### src/rtl/hack_cpu_ctrl_pkg.sv
// hack_cpu_ctrl_pkg
//   Shared definitions for the Hack CPU control core:
//   - controller state encoding
//   - instruction-register field positions (C-flag, a-bit, comp, dest, jump)
//   - dest/jump bit names and a small field-extraction helper
package hack_cpu_ctrl_pkg;

    typedef enum logic [2:0] {
        ST_FETCH  = 3'd0,
        ST_DECODE = 3'd1,
        ST_MREAD  = 3'd2,
        ST_EXEC   = 3'd3,
        ST_MWRITE = 3'd4
    } state_t;

    // Instruction word layout (16-bit Hack encoding)
    localparam int CI_BIT  = 15;   // 1 = C-instruction
    localparam int IGN_HI  = 14;   // bits 14:13 carry no meaning
    localparam int IGN_LO  = 13;
    localparam int A_BIT   = 12;   // y operand: 0 = A, 1 = M
    localparam int COMP_HI = 11;   // {zx,nx,zy,ny,f,no}
    localparam int COMP_LO = 6;
    localparam int DEST_A  = 5;
    localparam int DEST_D  = 4;
    localparam int DEST_M  = 3;
    localparam int JUMP_HI = 2;
    localparam int JUMP_LO = 0;

    // Jump bit names inside the 3-bit jump field
    localparam int J_LT = 2;
    localparam int J_EQ = 1;
    localparam int J_GT = 0;

    function automatic logic [5:0] comp_field(input logic [15:0] ir);
        return ir[COMP_HI:COMP_LO];
    endfunction

endpackage

### src/rtl/hack_cpu_ctrl_jump_cond.sv
// hack_cpu_ctrl_jump_cond
//   Combinational jump decision from the instruction jump field and ALU flags.
// Ports:
//   j     in  3  jump field {lt, eq, gt}
//   zr    in  1  result is zero
//   ng    in  1  result is negative
//   take  out 1  branch to the target address
module hack_cpu_ctrl_jump_cond
    import hack_cpu_ctrl_pkg::*;
(
    input  logic [2:0] j,
    input  logic       zr,
    input  logic       ng,
    output logic       take
);

    assign take = (j[J_LT] & ng) | (j[J_EQ] & zr) | (j[J_GT] & ~ng & ~zr);

endmodule

### src/rtl/hack_cpu_ctrl.sv
// hack_cpu_ctrl
//   Multi-cycle control core of the 16-bit Hack CPU. Fetches and decodes
//   instructions, drives the external ALU (control bits and operands), writes
//   results to A/D/M and resolves jumps. Owns A, D and PC.
// Ports:
//   clk, rst_n                      clock, asynchronous active-low reset
//   imem_req/addr/ack/data          instruction fetch handshake (addr = PC)
//   dmem_req/we/addr/wdata/ack/rdata data access handshake (addr = A before the instruction)
//   alu_x, alu_y, alu_ctl           registered ALU operands and {zx,nx,zy,ny,f,no}
//   alu_out, alu_zr, alu_ng         combinational ALU result and flags
//   reg_a, reg_d                    A and D registers for observation
module hack_cpu_ctrl
    import hack_cpu_ctrl_pkg::*;
#(
    parameter int ADDR_W   = 15,
    parameter int DATA_W   = 16,
    parameter int RESET_PC = 0
) (
    input  logic              clk,
    input  logic              rst_n,
    output logic              imem_req,
    output logic [ADDR_W-1:0] imem_addr,
    input  logic              imem_ack,
    input  logic [DATA_W-1:0] imem_data,
    output logic              dmem_req,
    output logic              dmem_we,
    output logic [ADDR_W-1:0] dmem_addr,
    output logic [DATA_W-1:0] dmem_wdata,
    input  logic              dmem_ack,
    input  logic [DATA_W-1:0] dmem_rdata,
    output logic [DATA_W-1:0] alu_x,
    output logic [DATA_W-1:0] alu_y,
    output logic [5:0]        alu_ctl,
    input  logic [DATA_W-1:0] alu_out,
    input  logic              alu_zr,
    input  logic              alu_ng,
    output logic [DATA_W-1:0] reg_a,
    output logic [DATA_W-1:0] reg_d
);

    state_t            state;
    logic [ADDR_W-1:0] pc_q;
    logic [DATA_W-1:0] a_q;
    logic [DATA_W-1:0] d_q;
    logic [DATA_W-1:0] ir_q;
    logic [ADDR_W-1:0] addr_q;     // A as it was at decode: data address and jump target
    logic [5:0]        alu_ctl_q;
    logic [DATA_W-1:0] alu_x_q;
    logic [DATA_W-1:0] alu_y_q;    // A operand, or the M value latched by MREAD
    logic [DATA_W-1:0] r_q;
    logic              zr_q;
    logic              ng_q;
    logic              imem_req_q;
    logic              dmem_req_q;
    logic              dmem_we_q;

    logic [ADDR_W-1:0] pc_inc;
    logic              zr_sel;
    logic              ng_sel;
    logic              take;
    logic              unused_ir_bits;

    assign pc_inc = pc_q + ADDR_W'(1);

    // In EXEC the live ALU flags decide the jump; after an MWRITE the flags
    // latched in EXEC are used because the ALU inputs are no longer meaningful.
    assign zr_sel = (state == ST_EXEC) ? alu_zr : zr_q;
    assign ng_sel = (state == ST_EXEC) ? alu_ng : ng_q;

    hack_cpu_ctrl_jump_cond u_jump_cond (
        .j    (ir_q[JUMP_HI:JUMP_LO]),
        .zr   (zr_sel),
        .ng   (ng_sel),
        .take (take)
    );

    // imem_req_q resets high so the first fetch request appears in the first
    // cycle after reset release; gating with rst_n keeps every request low
    // while reset is held and drops it the instant reset is asserted.
    assign imem_req   = imem_req_q & rst_n;
    assign dmem_req   = dmem_req_q & rst_n;
    assign dmem_we    = dmem_we_q  & rst_n;
    assign imem_addr  = pc_q;
    assign dmem_addr  = addr_q;
    assign dmem_wdata = r_q;
    assign alu_x      = alu_x_q;
    assign alu_y      = alu_y_q;
    assign alu_ctl    = alu_ctl_q;
    assign reg_a      = a_q;
    assign reg_d      = d_q;

    assign unused_ir_bits = ^ir_q[IGN_HI:IGN_LO];

    always_ff @(posedge clk or negedge rst_n) begin
        if (!rst_n) begin
            state      <= ST_FETCH;
            pc_q       <= ADDR_W'(RESET_PC);
            a_q        <= '0;
            d_q        <= '0;
            ir_q       <= '0;
            addr_q     <= '0;
            alu_ctl_q  <= '0;
            alu_x_q    <= '0;
            alu_y_q    <= '0;
            r_q        <= '0;
            zr_q       <= 1'b0;
            ng_q       <= 1'b0;
            imem_req_q <= 1'b1;
            dmem_req_q <= 1'b0;
            dmem_we_q  <= 1'b0;
        end else begin
            case (state)
                ST_FETCH: begin
                    if (imem_ack) begin
                        ir_q       <= imem_data;
                        imem_req_q <= 1'b0;
                        state      <= ST_DECODE;
                    end
                end

                ST_DECODE: begin
                    // Capture operands and the pre-instruction A now, so later
                    // A writes cannot disturb the data address or jump target.
                    addr_q    <= a_q[ADDR_W-1:0];
                    alu_ctl_q <= comp_field(ir_q);
                    alu_x_q   <= d_q;
                    alu_y_q   <= a_q;
                    if (!ir_q[CI_BIT]) begin
                        a_q        <= ir_q;
                        pc_q       <= pc_inc;
                        imem_req_q <= 1'b1;
                        state      <= ST_FETCH;
                    end else if (ir_q[A_BIT]) begin
                        dmem_req_q <= 1'b1;
                        dmem_we_q  <= 1'b0;
                        state      <= ST_MREAD;
                    end else begin
                        state <= ST_EXEC;
                    end
                end

                ST_MREAD: begin
                    if (dmem_ack) begin
                        alu_y_q    <= dmem_rdata;
                        dmem_req_q <= 1'b0;
                        state      <= ST_EXEC;
                    end
                end

                ST_EXEC: begin
                    r_q  <= alu_out;
                    zr_q <= alu_zr;
                    ng_q <= alu_ng;
                    if (ir_q[DEST_D]) d_q <= alu_out;
                    if (ir_q[DEST_A]) a_q <= alu_out;
                    if (ir_q[DEST_M]) begin
                        dmem_req_q <= 1'b1;
                        dmem_we_q  <= 1'b1;
                        state      <= ST_MWRITE;
                    end else begin
                        pc_q       <= take ? addr_q : pc_inc;
                        imem_req_q <= 1'b1;
                        state      <= ST_FETCH;
                    end
                end

                ST_MWRITE: begin
                    if (dmem_ack) begin
                        dmem_req_q <= 1'b0;
                        dmem_we_q  <= 1'b0;
                        pc_q       <= take ? addr_q : pc_inc;
                        imem_req_q <= 1'b1;
                        state      <= ST_FETCH;
                    end
                end

                default: begin
                    state      <= ST_FETCH;
                    imem_req_q <= 1'b1;
                    dmem_req_q <= 1'b0;
                    dmem_we_q  <= 1'b0;
                end
            endcase
        end
    end

endmodule

### config.mk
export PLATFORM = sky130hd
export DESIGN_NAME = hack_cpu_ctrl
export DESIGN_NICKNAME = d
export VERILOG_FILES = /design/src/rtl/hack_cpu_ctrl_pkg.sv /design/src/rtl/hack_cpu_ctrl_jump_cond.sv /design/src/rtl/hack_cpu_ctrl.sv
export SDC_FILE = /design/constraint.sdc
export NUM_CORES = 1
export LEC_CHECK = 0
export CAP_MARGIN = 10
export CORE_MARGIN = 5
export CORE_UTILIZATION = 40
export DETAILED_ROUTE_END_ITERATION = 10
export MAX_ROUTING_LAYER = met4
export PLACE_DENSITY_LB_ADDON = 0.15
export SLEW_MARGIN = 10
export SYNTH_ARGS = -nofsm -noshare
export SYNTH_HDL_FRONTEND = slang
export SYNTH_SLANG_ARGS = --single-unit
### constraint.sdc
create_clock -name clk -period 2.2 [get_ports clk]
set_input_delay 0.44 -clock clk [delete_from_list [all_inputs] [get_ports clk]]
set_output_delay 0.44 -clock clk [all_outputs]
set_load 0.05 [all_outputs]
==> results.sh, run 1 <==
export IMPL_status="finished, final reports clean"
export IMPL_detail_route_wl_per_cell_microns=18.5
export IMPL_crit_path_start_kind="flip-flop"
export IMPL_setup_ws_ns=0.0523
export IMPL_synth_common_cells="dfrtp_1 (139), nand2_1 (126), mux2_2 (62), o21ai_0 (42), mux2i_1 (33)"
export IMPL_grt_max_degree=120
export IMPL_max_stage_delay_ns=0.85
export IMPL_dr_pass1_iters=6
export IMPL_required_ns=1.76
export IMPL_cp_depth=1
export IMPL_fin_nets=796
export IMPL_synth_top_area_share_pct=55.3
export IMPL_cts_htree_levels=4
export IMPL_worstMarginPinSlew_ns=0.686
export IMPL_via_count=4963
export IMPL_holdWs_ns=0.460
export IMPL_synthMuxAreaShare_pct=16.4
export IMPL_grt_ovfl_total=0
export IMPL_cp_top_family="buffers and inverters"
export IMPL_clock_latency_ns=0.41
export IMPL_postSynthCellCount=561
export IMPL_drt_iter0_markers=227
export IMPL_ant_nets=0
export IMPL_slew_headroom_pct=54.2
export IMPL_synth_top_family_by_area="multiplexers"
export IMPL_initial_utilization_pct=41.0
export IMPL_avgSynthCellArea_sq_um=11.2
export IMPL_synth_compound_area_share_pct=11.4
export IMPL_cp_arrival_ns=1.71
export IMPL_portBuffers=172
export IMPL_synth_seq_cells=140
export IMPL_via_per_inst=5.14
export IMPL_drc_errors=0
export IMPL_worstHoldPathType="input port to async pin"
export IMPL_clock_fmax_mhz=466
export IMPL_syn2layout_area_growth_pct=43.6
export IMPL_critPathSlowestCell="clkdlybuf4s50_1"
export IMPL_cp_end_kind="output port"
export IMPL_yosysUniqueCellTypes=47
export IMPL_synth_yosys_seq_area_share_pct=55.8
export IMPL_rsz0062_at_grt="false"
export IMPL_finalCritPeriodShare_pct=97.6
export IMPL_antenna_found_initial=0
export IMPL_synth_xor_area_share_pct=0
export IMPL_rows=45
export IMPL_setup_violations=0
export IMPL_hold_viol_final=0
export IMPL_path_cells="clkdlybuf4s50_1"
export IMPL_syn_nets=616
export IMPL_netlist_top_cell_by_area="dfrtp_1"
export IMPL_grt_pass1_vias=5211
export IMPL_yosys_area_share_adder_pct=0.199
export IMPL_finish_utilization_pct=58.9
export IMPL_drv_slew=0
export IMPL_die_y_microns=135
export IMPL_dieArea_sq_um=18300
export IMPL_clkSinkCount=140
export IMPL_synth_flop_cell="dfrtp_1"
export IMPL_crit_fanout=3
export IMPL_fin_skew_ns=0.00650
export IMPL_drive_gt1_share_pct=18.2
export IMPL_cts_path_max_buffers=2
export IMPL_fin_crit_ns=2.15
export IMPL_synth_most_common_cell="dfrtp_1"
export IMPL_synthSimpleGateAreaFrac_pct=12.8
export IMPL_synthArstFlopShare_pct=100
export IMPL_antennaDiodeCount=0
export IMPL_cap_viol_max_count=0
export IMPL_cts_tree="built"
export IMPL_die_w_microns=135
export IMPL_synthTopCellsByArea="dfrtp_1 (55%), mux2_2 (11%), nand2_1 (7.5%)"
export IMPL_place_ws_ns=-0.173
export IMPL_synth_edf_count=0
export IMPL_yosys_warnings=0
export IMPL_critPathBufInv=1
export IMPL_dpl_hpwl_microns=13200
export IMPL_cts_root_buf="clkbuf_16"
export IMPL_grt_use_total_pct=20.2
export IMPL_routabilityCongestion=0.869
export IMPL_syn_area_sq_um=6290
export IMPL_routed_wl_microns=17800
export IMPL_core_sq_um=15300
export IMPL_grt_pass1_wl_microns=28200
export IMPL_ioPinCount=173
export IMPL_criticalPathCategory="flip-flop to output port"
export IMPL_post_cts_setup_buffers=0
export IMPL_clk_pin_slew_ns=0.06
export IMPL_r2r_cells=6
export IMPL_cts_buffers=17
[cell usage in the layout (no fill, tap or decap), types with 3 or more instances in the layout]
cell | Yosys | final
nand2_1 | 126 | 126
o211ai_1 | 14 | 14
nor2_1 | 3 | 3
inv_1 | 12 | 12
o21ai_0 | 42 | 42
bufinv_16 | 0 | 3
buf_4 | 3 | 21
a211oi_1 | 8 | 8
and3_1 | 3 | 3
nand4_1 | 7 | 7
o211ai_2 | 3 | 3
clkdlybuf4s50_1 | 0 | 158
clkbuf_1 | 13 | 3
a21oi_1 | 7 | 6
buf_12 | 0 | 6
clkbuf_8 | 0 | 4
clkbuf_16 | 0 | 17
o21a_1 | 5 | 5
mux2_2 | 62 | 62
a32oi_1 | 6 | 6
dfrtp_1 | 139 | 139
nand3_1 | 6 | 6
mux2i_1 | 33 | 33
and2_1 | 11 | 11
o311ai_1 | 6 | 5
dlymetal6s2s_1 | 0 | 6
[final cells by class]
| class | instances | area, sq um |
|---|---|---|
| Multi-Input combinational cell | 375 | 2620 |
| Inverter | 12 | 45.0 |
| Sequential cell | 140 | 3500 |
| Clock inverter | 8 | 131 |
| Clock buffer | 24 | 492 |
| Timing Repair Buffer | 195 | 1970 |
| Tap cell | 211 | 264 |
| Fill cell | 1338 | 6290 |
[cell families (layout without fill, tap and decap cells)]
kind of cell,after synthesis,after routing
AOI/OAI and AO/OA,102,102
adders and majority gates,1,1
buffers and inverters,46,239
DFF,140,140
muxes,95,95
and+or+nand+nor,177,177
[layer usage]
metal	global-route usage [%]	share of wire, %
met3	5.24	6.3
met1	26.9	46
met4	6.55	1.5
met5	-	0
met2	30.4	46
[sequential cells by signal (all words and copies together) (netlist names)]
signal	count
alu_ctl	6
alu_x	16
alu_y	16
dmem_addr	15
dmem_req_q	1
dmem_wdata	16
dmem_we_q	1
imem_addr	15
imem_req_q	1
ir_q	16
ng_q	1
reg_a	16
reg_d	16
state	3
zr_q	1
[what timing repair did]
item,4_1_cts,5_1_grt
hold buffers,1,0
cloned,0,0
resized for setup,2,9
hold endpoints to repair,20,0
pin swaps,0,0
setup endpoints to repair,2,21
[per-stage QoR]
stage	std cells	setup TNS, ns	cell area (sq um)
after floorplan	561	0	6290
after global placement	932	-0.730	8360
after detailed placement	932	-2.23	8360
after CTS	965	0	8990
after global routing	965	0	9020
final	965	0	9020
[path summary, 6_finish.rpt]
path | start | end | slack, ns
max in group asynchronous | rst_n | alu_y[0] | 0.83
min in group clk | dmem_wdata[0] | dmem_wdata[0] | 0.48
hold reg to reg | dmem_wdata[0] | dmem_wdata[0] | 0.48
setup / recovery | dmem_addr[13] | dmem_addr[13] | 0.05
hold / removal | rst_n | alu_x[9] | 0.46
setup reg to reg | state[2] | imem_addr[7] | 0.11
Power of run 1 is not shown: default switching activity piles up to over one toggle a cycle in this logic, so the estimate is an artifact.
==> run 2: changes to the inputs <==
Settings changed: CORE_UTILIZATION 40 to 48, GPL_ROUTABILITY_DRIVEN from default to 0.
==> run 2 against run 1 <==
  * Sequential cell count unchanged
  * First-iteration DRC count increased by 120%
  * Critical endpoint is now reg_a[5]
  * Die area fell by 15%
  * Design area down 1.4%
  * Non-clock buffer count is 3 lower
  * Count of clock-buffer cells in the layout unchanged
  * Largest cell class unchanged
==> results.sh, run 2 (synthesis gave the netlist of run 1 again) <==
export IMPL_r2r_cells=6
export IMPL_regToRegSetupSlack_ns=0.08
export IMPL_worstMarginPinSlew_ns=0.824
export IMPL_status="finished, final reports clean"
export IMPL_layout_cells_most_common="clkdlybuf4s50_1"
export IMPL_drive_gt1_share_pct=17.7
export IMPL_path_cells="clkdlybuf4s50_1"
export IMPL_drc_errors=0
export IMPL_dpl_hpwl_microns=12600
export IMPL_core_sq_um=12700
export IMPL_antennaDiodeCount=0
export IMPL_cp_end_kind="output port"
export IMPL_clock_latency_ns=0.41
export IMPL_finalCritPeriodShare_pct=97.8
export IMPL_drv_slew=0
export IMPL_die_y_microns=124
export IMPL_cts_buffers=17
export IMPL_criticalPathCategory="flip-flop to output port"
export IMPL_max_stage_delay_ns=0.85
export IMPL_cts_path_max_buffers=2
export IMPL_r2r_start="state[0]"
export IMPL_hold_viol_final=0
export IMPL_initial_utilization_pct=49.4
export IMPL_grt_pass1_vias=5306
export IMPL_mostFrequentLayoutCells="clkdlybuf4s50_1 (161), dfrtp_1 (139), nand2_1 (126), mux2_2 (62), o21ai_0 (42)"
export IMPL_finish_utilization_pct=70.0
export IMPL_rows=41
export IMPL_routed_wl_microns=17600
export IMPL_ioPinCount=173
export IMPL_setup_violations=0
export IMPL_critPathBufInv=1
export IMPL_worstHoldPathType="flip-flop to flip-flop"
export IMPL_place_ws_ns=-0.0100
export IMPL_whs_path_depth=2
export IMPL_holdPathEnd="dmem_wdata[3]"
export IMPL_clkSinkCount=140
export IMPL_crit_path_start_kind="flip-flop"
export IMPL_clk_pin_slew_ns=0.06
export IMPL_cp_top_family="buffers and inverters"
export IMPL_antenna_found_initial=0
export IMPL_fin_nets=794
export IMPL_grt_ovfl_total=0
export IMPL_setup_ws_ns=0.0481
export IMPL_grt_use_total_pct=23.0
export IMPL_cts_htree_levels=4
export IMPL_detail_route_wl_per_cell_microns=19.0
export IMPL_fin_crit_ns=2.15
export IMPL_final_area_sq_um=8900
export IMPL_syn2layout_area_growth_pct=41.6
export IMPL_ant_nets=0
export IMPL_die_w_microns=124
export IMPL_required_ns=1.76
export IMPL_cap_viol_max_count=0
export IMPL_crit_fanout=4
export IMPL_critPathSlowestCell="clkdlybuf4s50_1"
export IMPL_clock_fmax_mhz=465
export IMPL_portBuffers=172
export IMPL_fin_skew_ns=0.00698
export IMPL_crit_start="reg_a[5]"
export IMPL_drt_iter0_markers=494
export IMPL_via_per_inst=5.52
export IMPL_cts_root_buf="clkbuf_16"
export IMPL_cp_arrival_ns=1.71
export IMPL_hold_start="dmem_wdata[3]"
export IMPL_grt_max_degree=66
export IMPL_cts_tree="built"
export IMPL_post_dp_cell_area_sq_um=8260
export IMPL_regToRegEndpoint="imem_addr[2]"
export IMPL_slew_headroom_pct=45.0
export IMPL_via_count=5093
export IMPL_dr_pass1_iters=5
export IMPL_holdWs_ns=0.472
export IMPL_grt_pass1_wl_microns=28100
export IMPL_dieArea_sq_um=15500
## run 2: cell count changes in the layout (fill, tap and decap cells not counted), sizes merged
cell,delta
bufinv,-1
dlygate4sd2,-2
clkinv,+1
inv,-1
clkdlybuf4s50,+3
a22oi,+1
buf,-4
## run 2: layout make-up
class | count | area, sq um
clock inverters | 7 | 90.1
repair buffers | 192 | 1940
flip-flops and latches | 140 | 3500
multi-input cells | 376 | 2630
fillers | 997 | 3820
inverters | 12 | 45.0
well taps | 172 | 215
clock buffers | 24 | 472
## run 2: repair_timing
action / CTS / global route
endpoints found under the setup margin: 0 / 24
buffers inserted: 0 / 2
hold buffers: 1 / 0
resized for setup: 0 / 12
hold endpoints to repair: 20 / 0
## run 2: how the worst max path moves through the flow
stage	to	slack [ns]	cells after the start
detailed placement	imem_addr[9]	-0.01	6
CTS	imem_addr[11]	0.006	1
global route	imem_addr[14]	-0.0003	6
floorplan	imem_addr[14]	0.13	6
finish	reg_a[5]	0.05	1
global placement	imem_addr[11]	0.06	6
## run 2: through the flow
stage / setup TNS [ns] / cells
2_1_floorplan: 0 / 561
3_3_place_gp: 0 / 888
3_5_place_dp: -0.0100 / 888
4_1_cts: 0 / 920
5_1_grt: -0.000289 / 923
6_report: 0 / 923
## run 2: per-layer routing
layer | part of all wire (%) | global-route usage [%] | up-vias
li1 | - | - | 2338
met1 | 43 | 28.9 | 2500
met2 | 47 | 36.3 | 224
met3 | 7.7 | 7.12 | 31
met4 | 1.7 | 6.32 | 0
met5 | 0 | - | -
## run 2: tightest hold or removal path, delay by kind of cell (launching register included)
family / cells / cell delay [ns]
flops: 1 / 0.34
simple gates: 2 / 0.10
Power of run 2 is left out for the same reason.
==> run 3: changes to the inputs <==
Settings changed: HOLD_SLACK_MARGIN from default to 0.03, SKIP_CTS_REPAIR_TIMING from default to 1.
==> run 3 against run 2 <==
  * Global-route usage about the same
  * Die area unchanged
  * Design area unchanged
  * Via count decreased by 0.12%
  * Routed wire length about the same
==> results.sh, run 3 (synthesis gave the netlist of run 1 again) <==
export IMPL_cts_root_buf="clkbuf_16"
export IMPL_holdWs_ns=0.472
export IMPL_place_ws_ns=-0.0100
export IMPL_ff_latch_area_sq_um=3500
export IMPL_nFillCells=997
export IMPL_die_y_microns=124
export IMPL_slew_headroom_pct=44.4
export IMPL_crit_path_start_kind="flip-flop"
export IMPL_worstHoldPathType="flip-flop to flip-flop"
export IMPL_worstMarginPinSlew_ns=0.833
export IMPL_mostFrequentLayoutCells="clkdlybuf4s50_1 (161), dfrtp_1 (139), nand2_1 (126), mux2_2 (62), o21ai_0 (42)"
export IMPL_dieArea_sq_um=15500
export IMPL_max_stage_delay_ns=0.85
export IMPL_dr_pass1_iters=5
export IMPL_initial_utilization_pct=49.4
export IMPL_via_per_inst=5.51
export IMPL_tns_ns=0
export IMPL_path_cells="clkdlybuf4s50_1"
export IMPL_die_w_microns=124
export IMPL_critPathSlowestCell="clkdlybuf4s50_1"
export IMPL_cts_tree="built"
export IMPL_drc_errors=0
export IMPL_layout_cells_most_common="clkdlybuf4s50_1"
export IMPL_ioPinCount=173
export IMPL_cts_buffers=17
export IMPL_crit_fanout=4
export IMPL_core_sq_um=12700
export IMPL_dpl_hpwl_microns=12600
export IMPL_cts_path_max_buffers=2
export IMPL_cp_top_family="buffers and inverters"
export IMPL_status="finished, final reports clean"
export IMPL_grt_pass1_wl_microns=28000
export IMPL_detail_route_wl_per_cell_microns=19.0
export IMPL_criticalPathCategory="flip-flop to output port"
export IMPL_grt_use_total_pct=23.0
export IMPL_syn2layout_area_growth_pct=41.6
export IMPL_drive_gt1_share_pct=17.7
export IMPL_drv_slew=0
export IMPL_clock_latency_ns=0.41
export IMPL_clkSinkCount=140
export IMPL_via_count=5087
export IMPL_ant_nets=0
export IMPL_hold_viol_final=0
export IMPL_clk_pin_slew_ns=0.06
export IMPL_fin_crit_ns=2.15
export IMPL_rows=41
export IMPL_portBuffers=172
export IMPL_cp_arrival_ns=1.71
export IMPL_drt_iter0_markers=530
export IMPL_cts_htree_levels=4
export IMPL_antennaDiodeCount=0
export IMPL_grt_pass1_vias=5300
export IMPL_multi_input_area_sq_um=2630
export IMPL_cp_end_kind="output port"
export IMPL_finalCritPeriodShare_pct=97.7
export IMPL_regToRegSetupSlack_ns=0.08
export IMPL_setup_violations=0
export IMPL_routed_wl_microns=17600
export IMPL_critPathBufInv=1
export IMPL_required_ns=1.76
export IMPL_grt_ovfl_total=0
export IMPL_clock_fmax_mhz=465
export IMPL_fin_nets=794
export IMPL_cap_viol_max_count=0
export IMPL_antenna_found_initial=0
export IMPL_setup_ws_ns=0.0497
export IMPL_grt_max_degree=66
export IMPL_fin_skew_ns=0.00770
run 3: cell counts in the layout (fill, tap and decap cells not counted):
Identical to the previous run, type by type.
run 3: through the flow:
step / cells / utilization [%] / cell area, sq um
detailed placement: 888 / 64.9 / 8260
finish: 923 / 70.0 / 8900
CTS: 919 / 69.3 / 8820
floorplan: 561 / - / 6290
global placement: 888 / 64.9 / 8260
global route: 923 / 70.0 / 8900
run 3: worst paths after layout:
kind                                     from  cells after the start             to
min in group asynchronous               rst_n                      2       alu_x[7]
worst max-delay path                 reg_a[5]                      1       reg_a[5]
max in group asynchronous               rst_n                      3      alu_y[15]
worst min register to register  dmem_wdata[3]                      2  dmem_wdata[3]
worst min-delay path            dmem_wdata[3]                      2  dmem_wdata[3]
worst max register to register       state[0]                      6   imem_addr[2]
run 3: layout make-up:
cell class / instances / area share [%]
sequential: 140 / 39.4
multi-input combinational: 376 / 29.6
timing repair buffer: 192 / 21.8
clock buffer: 24 / 5.30
tap: 172 / 2.42
clock inverter: 7 / 1.01
inverter: 12 / 0.506
run 3: worst reg2reg max path, stage by stage (launching register included):
cell,delay [ns]
dfrtp_1,0.47
and3b_2,0.35
mux2i_2,0.35
o311ai_2,0.16
buf_4,0.23
a32oi_1,0.29
o311ai_1,0.14
run 3: layer usage:
layer / up-vias / part of all wire, % / GRT usage, %
met2: 223 / 48 / 36.2
met4: 0 / 1.4 / 6.32
li1: 2338 / - / -
met5: - / 0 / -
met3: 23 / 7.6 / 7.12
met1: 2503 / 43 / 28.8
Power of run 3 is left out for the same reason.
